### src/rtl/alu_pkg.sv
// Shared definitions for the pipelined ALU: opcodes, flag bit positions and
// the operand-stage FSM encoding.
package alu_pkg;

  localparam logic [3:0] OP_ADD = 4'b0000;
  localparam logic [3:0] OP_SUB = 4'b0001;
  localparam logic [3:0] OP_ADC = 4'b0010;
  localparam logic [3:0] OP_SBC = 4'b0011;
  localparam logic [3:0] OP_MUL = 4'b0100;
  localparam logic [3:0] OP_CMP = 4'b0101;
  localparam logic [3:0] OP_AND = 4'b1000;
  localparam logic [3:0] OP_OR  = 4'b1001;
  localparam logic [3:0] OP_XOR = 4'b1010;
  localparam logic [3:0] OP_NOT = 4'b1011;
  localparam logic [3:0] OP_SHR = 4'b1100;
  localparam logic [3:0] OP_SHL = 4'b1101;
  localparam logic [3:0] OP_ROR = 4'b1110;
  localparam logic [3:0] OP_ROL = 4'b1111;

  // Flag vector is {N,Z,C,V}
  localparam int FLG_N = 3;
  localparam int FLG_Z = 2;
  localparam int FLG_C = 1;
  localparam int FLG_V = 0;

  typedef enum logic [1:0] {
    S1_EMPTY = 2'd0,
    S1_FULL  = 2'd1,
    S1_MULT  = 2'd2
  } s1_state_e;

endpackage

### src/rtl/alu_mul_iter.sv
// Iterative shift-add multiplier: one multiplier bit per cycle, WIDTH cycles,
// keeps only the low WIDTH bits of the product.
module alu_mul_iter #(
  parameter int WIDTH = 8
) (
  input  logic             ck,
  input  logic             rst_n,
  input  logic             start_i,
  input  logic [WIDTH-1:0] a_i,
  input  logic [WIDTH-1:0] b_i,
  output logic             done_o,
  output logic [WIDTH-1:0] p_o
);

  localparam int CW = $clog2(WIDTH + 1);
  localparam logic [CW-1:0] LAST = CW'(WIDTH - 1);

  logic [CW-1:0]    cnt_q, cnt_d;
  logic             busy_q, busy_d;
  logic [WIDTH-1:0] acc_q, acc_d;
  logic [WIDTH-1:0] mcand_q, mcand_d;
  logic [WIDTH-1:0] mplier_q, mplier_d;

  // done_o marks the cycle whose clock edge adds the final partial product
  assign done_o = busy_q && (cnt_q == LAST);
  assign p_o    = acc_q;

  always_comb begin
    cnt_d    = cnt_q;
    busy_d   = busy_q;
    acc_d    = acc_q;
    mcand_d  = mcand_q;
    mplier_d = mplier_q;
    if (start_i) begin
      busy_d   = 1'b1;
      cnt_d    = '0;
      acc_d    = '0;
      mcand_d  = a_i;
      mplier_d = b_i;
    end else if (busy_q) begin
      if (mplier_q[0]) acc_d = acc_q + mcand_q;
      mcand_d  = mcand_q << 1;
      mplier_d = mplier_q >> 1;
      cnt_d    = cnt_q + CW'(1);
      if (done_o) busy_d = 1'b0;
    end
  end

  always_ff @(posedge ck or negedge rst_n) begin
    if (!rst_n) begin
      cnt_q    <= '0;
      busy_q   <= 1'b0;
      acc_q    <= '0;
      mcand_q  <= '0;
      mplier_q <= '0;
    end else begin
      cnt_q    <= cnt_d;
      busy_q   <= busy_d;
      acc_q    <= acc_d;
      mcand_q  <= mcand_d;
      mplier_q <= mplier_d;
    end
  end

endmodule

### src/rtl/alu_pipe.sv
// Two-stage pipelined ALU: S1 holds captured operands (and runs MUL), S2 holds
// the registered result and NZCV flags until downstream takes them.
module alu_pipe
  import alu_pkg::*;
#(
  parameter int WIDTH = 8
) (
  input  logic             ck,
  input  logic             rst_n,
  input  logic             in_valid,
  output logic             in_ready,
  input  logic [WIDTH-1:0] A,
  input  logic [WIDTH-1:0] B,
  input  logic [3:0]       CTR,
  output logic             out_valid,
  input  logic             out_ready,
  output logic [WIDTH-1:0] O,
  output logic [3:0]       FLG,
  output logic [1:0]       dbg_state
);

  // Handshake: a transfer happens on a clock edge where valid & ready are both
  // high; valid never depends on ready, and out_valid/O/FLG hold until taken.

  s1_state_e        state_q, state_d;
  logic [WIDTH-1:0] a_q, a_d, b_q, b_d;
  logic [3:0]       op_q, op_d;
  logic [WIDTH-1:0] o_q, o_d;
  logic [3:0]       flg_q, flg_d;
  logic             ov_q, ov_d;
  logic             creg_q, creg_d;

  logic             s2_free, s1_xfer, accept, mul_start, mul_done;
  logic [WIDTH-1:0] mul_p;
  logic [WIDTH+3:0] res;

  function automatic logic [WIDTH+3:0] alu_calc(
    input logic [WIDTH-1:0] a,
    input logic [WIDTH-1:0] b,
    input logic [3:0]       op,
    input logic             cin,
    input logic [WIDTH-1:0] prod
  );
    logic [WIDTH:0]   sum;
    logic [WIDTH-1:0] r;
    logic [WIDTH-1:0] o;
    logic             c;
    logic             v;
    sum = '0;
    r   = '0;
    c   = 1'b0;
    v   = 1'b0;
    case (op)
      OP_ADD, OP_ADC: begin
        sum = {1'b0, a} + {1'b0, b} + {{WIDTH{1'b0}}, (op == OP_ADC) & cin};
        r   = sum[WIDTH-1:0];
        c   = sum[WIDTH];
        v   = (a[WIDTH-1] == b[WIDTH-1]) && (r[WIDTH-1] != a[WIDTH-1]);
      end
      // Subtraction as a + ~b + cin, so C comes out as NOT-borrow
      OP_SUB, OP_SBC, OP_CMP: begin
        sum = {1'b0, a} + {1'b0, ~b} + {{WIDTH{1'b0}}, (op == OP_SBC) ? cin : 1'b1};
        r   = sum[WIDTH-1:0];
        c   = sum[WIDTH];
        v   = (a[WIDTH-1] != b[WIDTH-1]) && (r[WIDTH-1] != a[WIDTH-1]);
      end
      OP_MUL: r = prod;
      OP_AND: r = a & b;
      OP_OR:  r = a | b;
      OP_XOR: r = a ^ b;
      OP_NOT: r = ~a;
      OP_SHR: begin r = {1'b0, a[WIDTH-1:1]};       c = a[0];       end
      OP_SHL: begin r = {a[WIDTH-2:0], 1'b0};       c = a[WIDTH-1]; end
      OP_ROR: begin r = {a[0], a[WIDTH-1:1]};       c = a[0];       end
      OP_ROL: begin r = {a[WIDTH-2:0], a[WIDTH-1]}; c = a[WIDTH-1]; end
      default: r = '0;
    endcase
    // CMP passes A through but reports the flags of A-B
    o = (op == OP_CMP) ? a : r;
    return {r[WIDTH-1], (r == '0), c, v, o};
  endfunction

  alu_mul_iter #(.WIDTH(WIDTH)) u_mul (
    .ck      (ck),
    .rst_n   (rst_n),
    .start_i (mul_start),
    .a_i     (A),
    .b_i     (B),
    .done_o  (mul_done),
    .p_o     (mul_p)
  );

  assign s2_free   = !ov_q || out_ready;
  assign s1_xfer   = (state_q == S1_FULL) && s2_free;
  assign in_ready  = (state_q == S1_EMPTY) || s1_xfer;
  assign accept    = in_valid && in_ready;
  assign mul_start = accept && (CTR == OP_MUL);
  assign res       = alu_calc(a_q, b_q, op_q, creg_q, mul_p);

  assign out_valid = ov_q;
  assign O         = o_q;
  assign FLG       = flg_q;
  assign dbg_state = state_q;

  always_comb begin
    state_d = state_q;
    a_d     = a_q;
    b_d     = b_q;
    op_d    = op_q;
    case (state_q)
      S1_EMPTY, S1_FULL: begin
        if (accept) begin
          state_d = (CTR == OP_MUL) ? S1_MULT : S1_FULL;
          a_d     = A;
          b_d     = B;
          op_d    = CTR;
        end else if (s1_xfer) begin
          state_d = S1_EMPTY;
        end
      end
      S1_MULT: if (mul_done) state_d = S1_FULL;
      default: state_d = S1_EMPTY;
    endcase
  end

  always_comb begin
    o_d    = o_q;
    flg_d  = flg_q;
    ov_d   = ov_q;
    creg_d = creg_q;
    if (s1_xfer) begin
      o_d    = res[WIDTH-1:0];
      flg_d  = res[WIDTH+3:WIDTH];
      ov_d   = 1'b1;
      creg_d = res[WIDTH+FLG_C];
    end else if (out_ready) begin
      ov_d   = 1'b0;
    end
  end

  always_ff @(posedge ck or negedge rst_n) begin
    if (!rst_n) begin
      state_q <= S1_EMPTY;
      a_q     <= '0;
      b_q     <= '0;
      op_q    <= '0;
      o_q     <= '0;
      flg_q   <= '0;
      ov_q    <= 1'b0;
      creg_q  <= 1'b0;
    end else begin
      state_q <= state_d;
      a_q     <= a_d;
      b_q     <= b_d;
      op_q    <= op_d;
      o_q     <= o_d;
      flg_q   <= flg_d;
      ov_q    <= ov_d;
      creg_q  <= creg_d;
    end
  end

endmodule

### config.mk
export PLATFORM = sky130hd
export DESIGN_NAME = alu_pipe
export DESIGN_NICKNAME = d
export VERILOG_FILES = /design/src/rtl/alu_pkg.sv /design/src/rtl/alu_mul_iter.sv /design/src/rtl/alu_pipe.sv
export SDC_FILE = /design/constraint.sdc
export NUM_CORES = 1
export LEC_CHECK = 0
export BUFFER_PORTS_ARGS = -buffer_cell sky130_fd_sc_hd__buf_2
export CAP_MARGIN = 15
export CORE_AREA = 8 8 124 154
export CTS_BUF_LIST = sky130_fd_sc_hd__clkbuf_4 sky130_fd_sc_hd__clkbuf_8
export DETAILED_ROUTE_END_ITERATION = 8
export DIE_AREA = 0 0 132 162
export SKIP_LAST_GASP = 1
export SLEW_MARGIN = 20
export SYNTH_ARGS = -nofsm -noshare
export SYNTH_HDL_FRONTEND = slang
export SYNTH_SLANG_ARGS = --single-unit
### constraint.sdc
create_clock -name ck -period 3.9 [get_ports ck]
set_input_delay 1.17 -clock ck [delete_from_list [all_inputs] [get_ports ck]]
set_output_delay 1.17 -clock ck [all_outputs]
set_load 0.005 [all_outputs]
[Word-level counts from Yosys, hierarchy flattened]
Cells that the tools add are included.
Storage, ports and cells
  bits in registers: 65
  memories kept: 0
  output and inout bits: 16
  bits in latches: 0
  word-level logic and storage cells: 95
  bits of input ports: 24
  ROM bits: 0
  bits in writable memories: 0
Operators by class
  bitwise logic cells: 6
  shift-type cells: 0
  add/sub/neg operators: 6
  multiplexer cells: 24
  multipliers: 0
  reduce and logical (&&, ||, !) cells: 23
  $lt $le $gt $ge: 0
  divide/modulo/power cells: 0
  equality and inequality tests: 23
Operators by type and width (count)
  8-bit case mux with 11 select lines: 1
  8-bit two-way mux: 8
  4-bit equality test (second input constant): 8
  8-bit by 8-bit adder with 9-bit output: 2
  9-bit by 1-bit adder with 9-bit output: 2
  4-bit by 3-bit equality test with 1-bit output (second input constant): 4
  8-bit NOT: 2
  8-bit adder: 1
  8-bit bitwise AND: 1
  4-bit by 2-bit equality test with 1-bit output (second input constant): 2
  8-bit zero test: 1
  2-bit two-way mux: 4
  4-bit two-way mux: 2
  8-bit OR: 1
  2-bit OR reduction: 4
  8-bit XOR: 1
  1-bit logical AND: 6
  1-bit two-way mux: 6
  2-bit AND reduction: 3
  2-bit nonzero test: 3
  4-bit by 1-bit adder with 4-bit output (second input constant): 1
  4-bit by 1-bit equality test with 1-bit output (second input constant): 1
  4-bit zero test: 1
  1-bit case mux with 4 select lines: 1
  other kinds (13): 16

[Longest topological paths before layout]
  depth in word-level cells: 8
  depth in mapped cells: 15
  depth with buffers taken out: 12

[By module]
A second synthesis with hierarchy kept.
Second synthesis, totals
  cell total of the unflattened synthesis: 499
  area, all modules: 4647.0 µm²
By module, submodules not included
  alu_pipe: cells each 337, times used 1, area an instance 3061.7 µm²
  alu_mul_iter: cells each 162, times used 1, area an instance 1585.3 µm²

[Worst setup path after synthesis]
OpenSTA, ideal clock, no wires.
  path kind: reg2reg
  start point: register op_q[3]
  end point: register flg_q[2], in the netlist FLG[2]
  arrival time: 2.823 ns
  period minus slack after synthesis: 2.944 ns
  path slack: 0.956 ns
  cell stages (with the launch flop): 16
  cells stage by stage: dfrtp_1 > buf_4 > buf_2 > buf_2 > nor3b_1 > nand3_1 > fa_1 > inv_1 > fa_1 > o21bai_1 > a21oi_1 > o31ai_2 > xnor2_1 > o2111ai_1 > nor2b_1 > a32o_1
On the way
  word-level cells in the longest chain between the ends: 5
  elaborated cells on any way between the ends: 22
  those cells by class: 2 x add/sub; 13 x eq/ne; 2 x mux; 1 x bitwise; 4 x reduce/logical
RTL lines
  start: declaration: line alu_pipe.sv:27  | logic [3:0] op_q, op_d;
  start signal: assignment: line alu_pipe.sv:155  | op_q <= op_d;
  4-bit by 2-bit equality test with 1-bit output
  1-bit two-way mux / 1-bit bitwise AND (equally long branches): line alu_pipe.sv:62, alu_pipe.sv:55
  9-bit by 1-bit adder with 9-bit output (on tied branches): line alu_pipe.sv:62, alu_pipe.sv:55
  8-bit case mux with 11 select lines *: line alu_pipe.sv:53  | case (op)
  8-bit zero test *: line alu_pipe.sv:80  | return {r[WIDTH-1], (r == '0), c, v, o};
  end signal: assignment: line alu_pipe.sv:157  | flg_q <= flg_d;
  end: declaration: line alu_pipe.sv:29  | logic [3:0] flg_q, flg_d;
Mark *: on every way between the ends. The rest lies on a longest branch, timed or not.
A chain may end at the register's enable or synchronous reset.

[Final worst setup path]
  start point: register op_q[2]
  end point: register flg_q[2], in the netlist FLG[2]
Same word-level chain as after synthesis.

==> impl_metrics.json <==
{
  "status": "completed",
  "cts_inserted_buffers": 9,
  "cts_sinks": 64,
  "async_flop_share_pct": 100,
  "power_frac_seq_pct": 28.5,
  "ctsHoldBuffers": 0,
  "root_buffer": "clkbuf_8",
  "cpMostUsedCell": "fa_1",
  "crit_buf_inv": 0,
  "startpoint_type": "flip-flop",
  "tightestPinTransition_ns": 0.806,
  "grt_antenna_before_repair": 0,
  "detailedRoute.firstIterationViolations": 223,
  "fin_skew_ns": 0.00788,
  "track_usage_pct": 12.1,
  "ios": 40,
  "final-hold-violation-count": 0,
  "core_area_um2": 16600,
  "max_freq_mhz": 329,
  "crit_chain": "nor2_1, nand4b_1, fa_1, fa_1, nor2b_1, o21a_1, o32ai_1, o2bb2ai_1, o211ai_1, nor3_1, a32o_1",
  "fp.dieW_um": 132,
  "wl_um": 12500,
  "yosys_most_used_dff": "dfrtp_1",
  "die_h_um": 162,
  "post_cts_buffers": 0,
  "syn_area_um2": 4730,
  "synth-edff-count": 0,
  "path_max_fanout": 17,
  "fin_area_um2": 5350,
  "p_int_w": 0.00229,
  "vias": 3872,
  "combinationalPowerShare_pct": 55.5,
  "synth.ff_latch_count": 64,
  "min_period_ns": 3.04,
  "p_leak_nw": 2.38,
  "core.rowCount": 53,
  "dr.pass1.iters": 4,
  "fin_nets": 614,
  "synth_nets": 584,
  "required_ns": 4.19,
  "grt_overflow_total": 0,
  "total_power_w": 0.00410,
  "insertion_delay_ns": 0.35,
  "diodes": 0,
  "report.final.slew_viol_count": 0,
  "portBuffers": 39,
  "drv_cap": 0,
  "grt_max_degree": 65,
  "hold_ws_ns": 0.472,
  "cts_resized": 0,
  "netSwitchingPower_w": 0.00182,
  "start_util_pct": 28.4,
  "drc_errors": 0,
  "cts_tree": "done",
  "placed_area_um2": 5130,
  "grt_pass1_vias": 3930,
  "place_congestion": 0.876,
  "cpPeakStageDelay_ns": 0.56,
  "switching_share_pct": 44.3,
  "yosysWarnings": 0,
  "drtAntennaViolNets": 0,
  "hold_class": "reg -> reg",
  "worst_setup_path_end_kind": "flip-flop",
  "clock_path_buffers": 2,
  "area_growth_pct": 13.1,
  "final_util_pct": 32.2,
  "power_density_nw_per_um2": 767,
  "dieArea_um2": 21400,
  "h-tree-depth": 3,
  "fin_crit_sh_pct": 78.0,
  "drive_gt1_share_pct": 18.6,
  "maxSlewHeadroom_pct": 46.3,
  "yosysSeqAreaShare_pct": 33.8,
  "clk_pin_slew_ns": 0.07,
  "fin_setup_tns_ns": 0,
  "cp_top_family": "simple AND/OR/NAND/NOR gates",
  "wire_per_inst_um": 16.1,
  "peakVddDrop_uv": 301,
  "synth_area_per_cell_um2": 9.04,
  "worst-endpoint-arrival_ns": 3.33,
  "clkPwrFrac_pct": 16.1,
  "crit_type": "reg -> reg",
  "slowest_stage": "dfrtp_1",
  "rsz0062_at_grt": "no",
  "grt_pass1_wl_um": 20900,
  "yosysUniqueCellTypes": 80,
  "finalSetupViolCount": 0,
  "vias_per_cell": 4.97,
  "syn_inst": 524,
  "dp_hpwl_um": 9610
}
==> area by class of cell <==
| cell class | instances | area, µm² |
|---|---|---|
| Clock buffer | 13 | 160 |
| Clock inverter | 3 | 65.1 |
| Fill cell | 1723 | 11300 |
| Inverter | 35 | 131 |
| Multi-Input combinational cell | 395 | 2850 |
| Sequential cell | 64 | 1600 |
| Tap cell | 220 | 275 |
| Timing Repair Buffer | 49 | 270 |
==> worst min-delay path: stages, from the launching register on <==
cell and delay [ns]:
dfrtp_1 0.34, nand2_1 0.04, o21ai_0 0.05
==> through the flow <==
stage                     instances  worst slack, ns
after floorplan                 524            0.956
after global placement          763            0.924
after detailed placement        763            0.875
after CTS                       779            0.850
after global routing            779            0.601
final                           779            0.857
==> metal layers <==
metal | global-route usage [%] | part of all wire (%) | wire [µm] | up-vias
li1 | - | - | - | 1937
met1 | 14.0 | 41 | 5170 | 1820
met2 | 21.1 | 52 | 6490 | 93
met3 | 1.95 | 3.6 | 450 | 22
met4 | 5.97 | 3.3 | 409 | 0
met5 | 0 | 0 | 0 | -
==> path summary, 6_finish.rpt <==
path	startpoint	end	slack, ns	cells after the start
max in group asynchronous	rst_n	u_mul.mcand_q[0]$_DFFE_PN0P_	2.38	2
min reg2reg	FLG[3]$_DFFE_PN0P_	FLG[3]$_DFFE_PN0P_	0.47	2
max reg2reg	op_q[2]$_DFFE_PN0P_	FLG[2]$_DFFE_PN0P_	0.86	11
max	op_q[2]$_DFFE_PN0P_	FLG[2]$_DFFE_PN0P_	0.86	11
min	FLG[3]$_DFFE_PN0P_	FLG[3]$_DFFE_PN0P_	0.47	2
min in group asynchronous	rst_n	a_q[6]$_DFFE_PN0P_	0.99	2
==> synth_stat cells (11+ instances only) <==
cell      count  area, µm²
nand3_1      11       55.1
o21ai_0      40        200
a21oi_1      24        120
clkbuf_1     11       41.3
nor2_1       38        143
mux2i_1      23        230
dfrtp_1      64       1600
nand2_1      56        210
mux2_2       20        225
nor3_1       14       70.1
inv_1        32        120
ha_1         31        388
==> state kept, by name, summed over array words and instances (netlist names) <==
signal and count:
FLG 4, O 8, a_q 8, b_q 8
dbg_state 2, op_q 4, out_valid 1, u_mul.busy_q 1
u_mul.cnt_q 4, u_mul.mcand_q 8, u_mul.mplier_q 8, u_mul.p_o 8
==> cell usage in the layout (no fill, tap or decap), drive strengths merged, types with 5 or more instances in the layout <==
master	Yosys	routed
nor2b	10	10
a221oi	5	5
xnor2	5	5
mux2i	23	23
nor2	38	38
nor3	14	14
a21o	6	6
xor2	5	5
nand2b	5	5
nand3	11	11
clkbuf	12	13
o211ai	6	6
a211oi	5	5
a22oi	5	5
o21ai	44	44
o21a	5	5
nand2	56	56
buf	18	49
ha	31	31
a21oi	25	25
inv	34	34
dfrtp	64	64
fa	5	5
mux2	21	21
==> kinds of logic (layout without fill, tap and decap cells) <==
logic type / after synthesis / in the layout / share of synthesized area [%]
simple gates: 166 / 166 / 17.3
compound gates: 138 / 138 / 20.2
flops: 64 / 64 / 33.8
mux: 45 / 45 / 10.3
fa+ha+maj: 36 / 36 / 10.3
buf+inv: 65 / 100 / 6.18
xor+xnor: 10 / 10 / 1.85
==> power by group through the flow <==
stage	registers, W	clock network [W]	logic [W]
global route	0.00121	0.000703	0.00257
detailed placement	0.00119	0	0.00227
finish	0.00117	0.000660	0.00228
floorplan	0.00109	0	0.00179
global placement	0.00118	0	0.00227
CTS	0.00117	0.000683	0.00228
No activity file was read; power rests on OpenSTA's default activity.
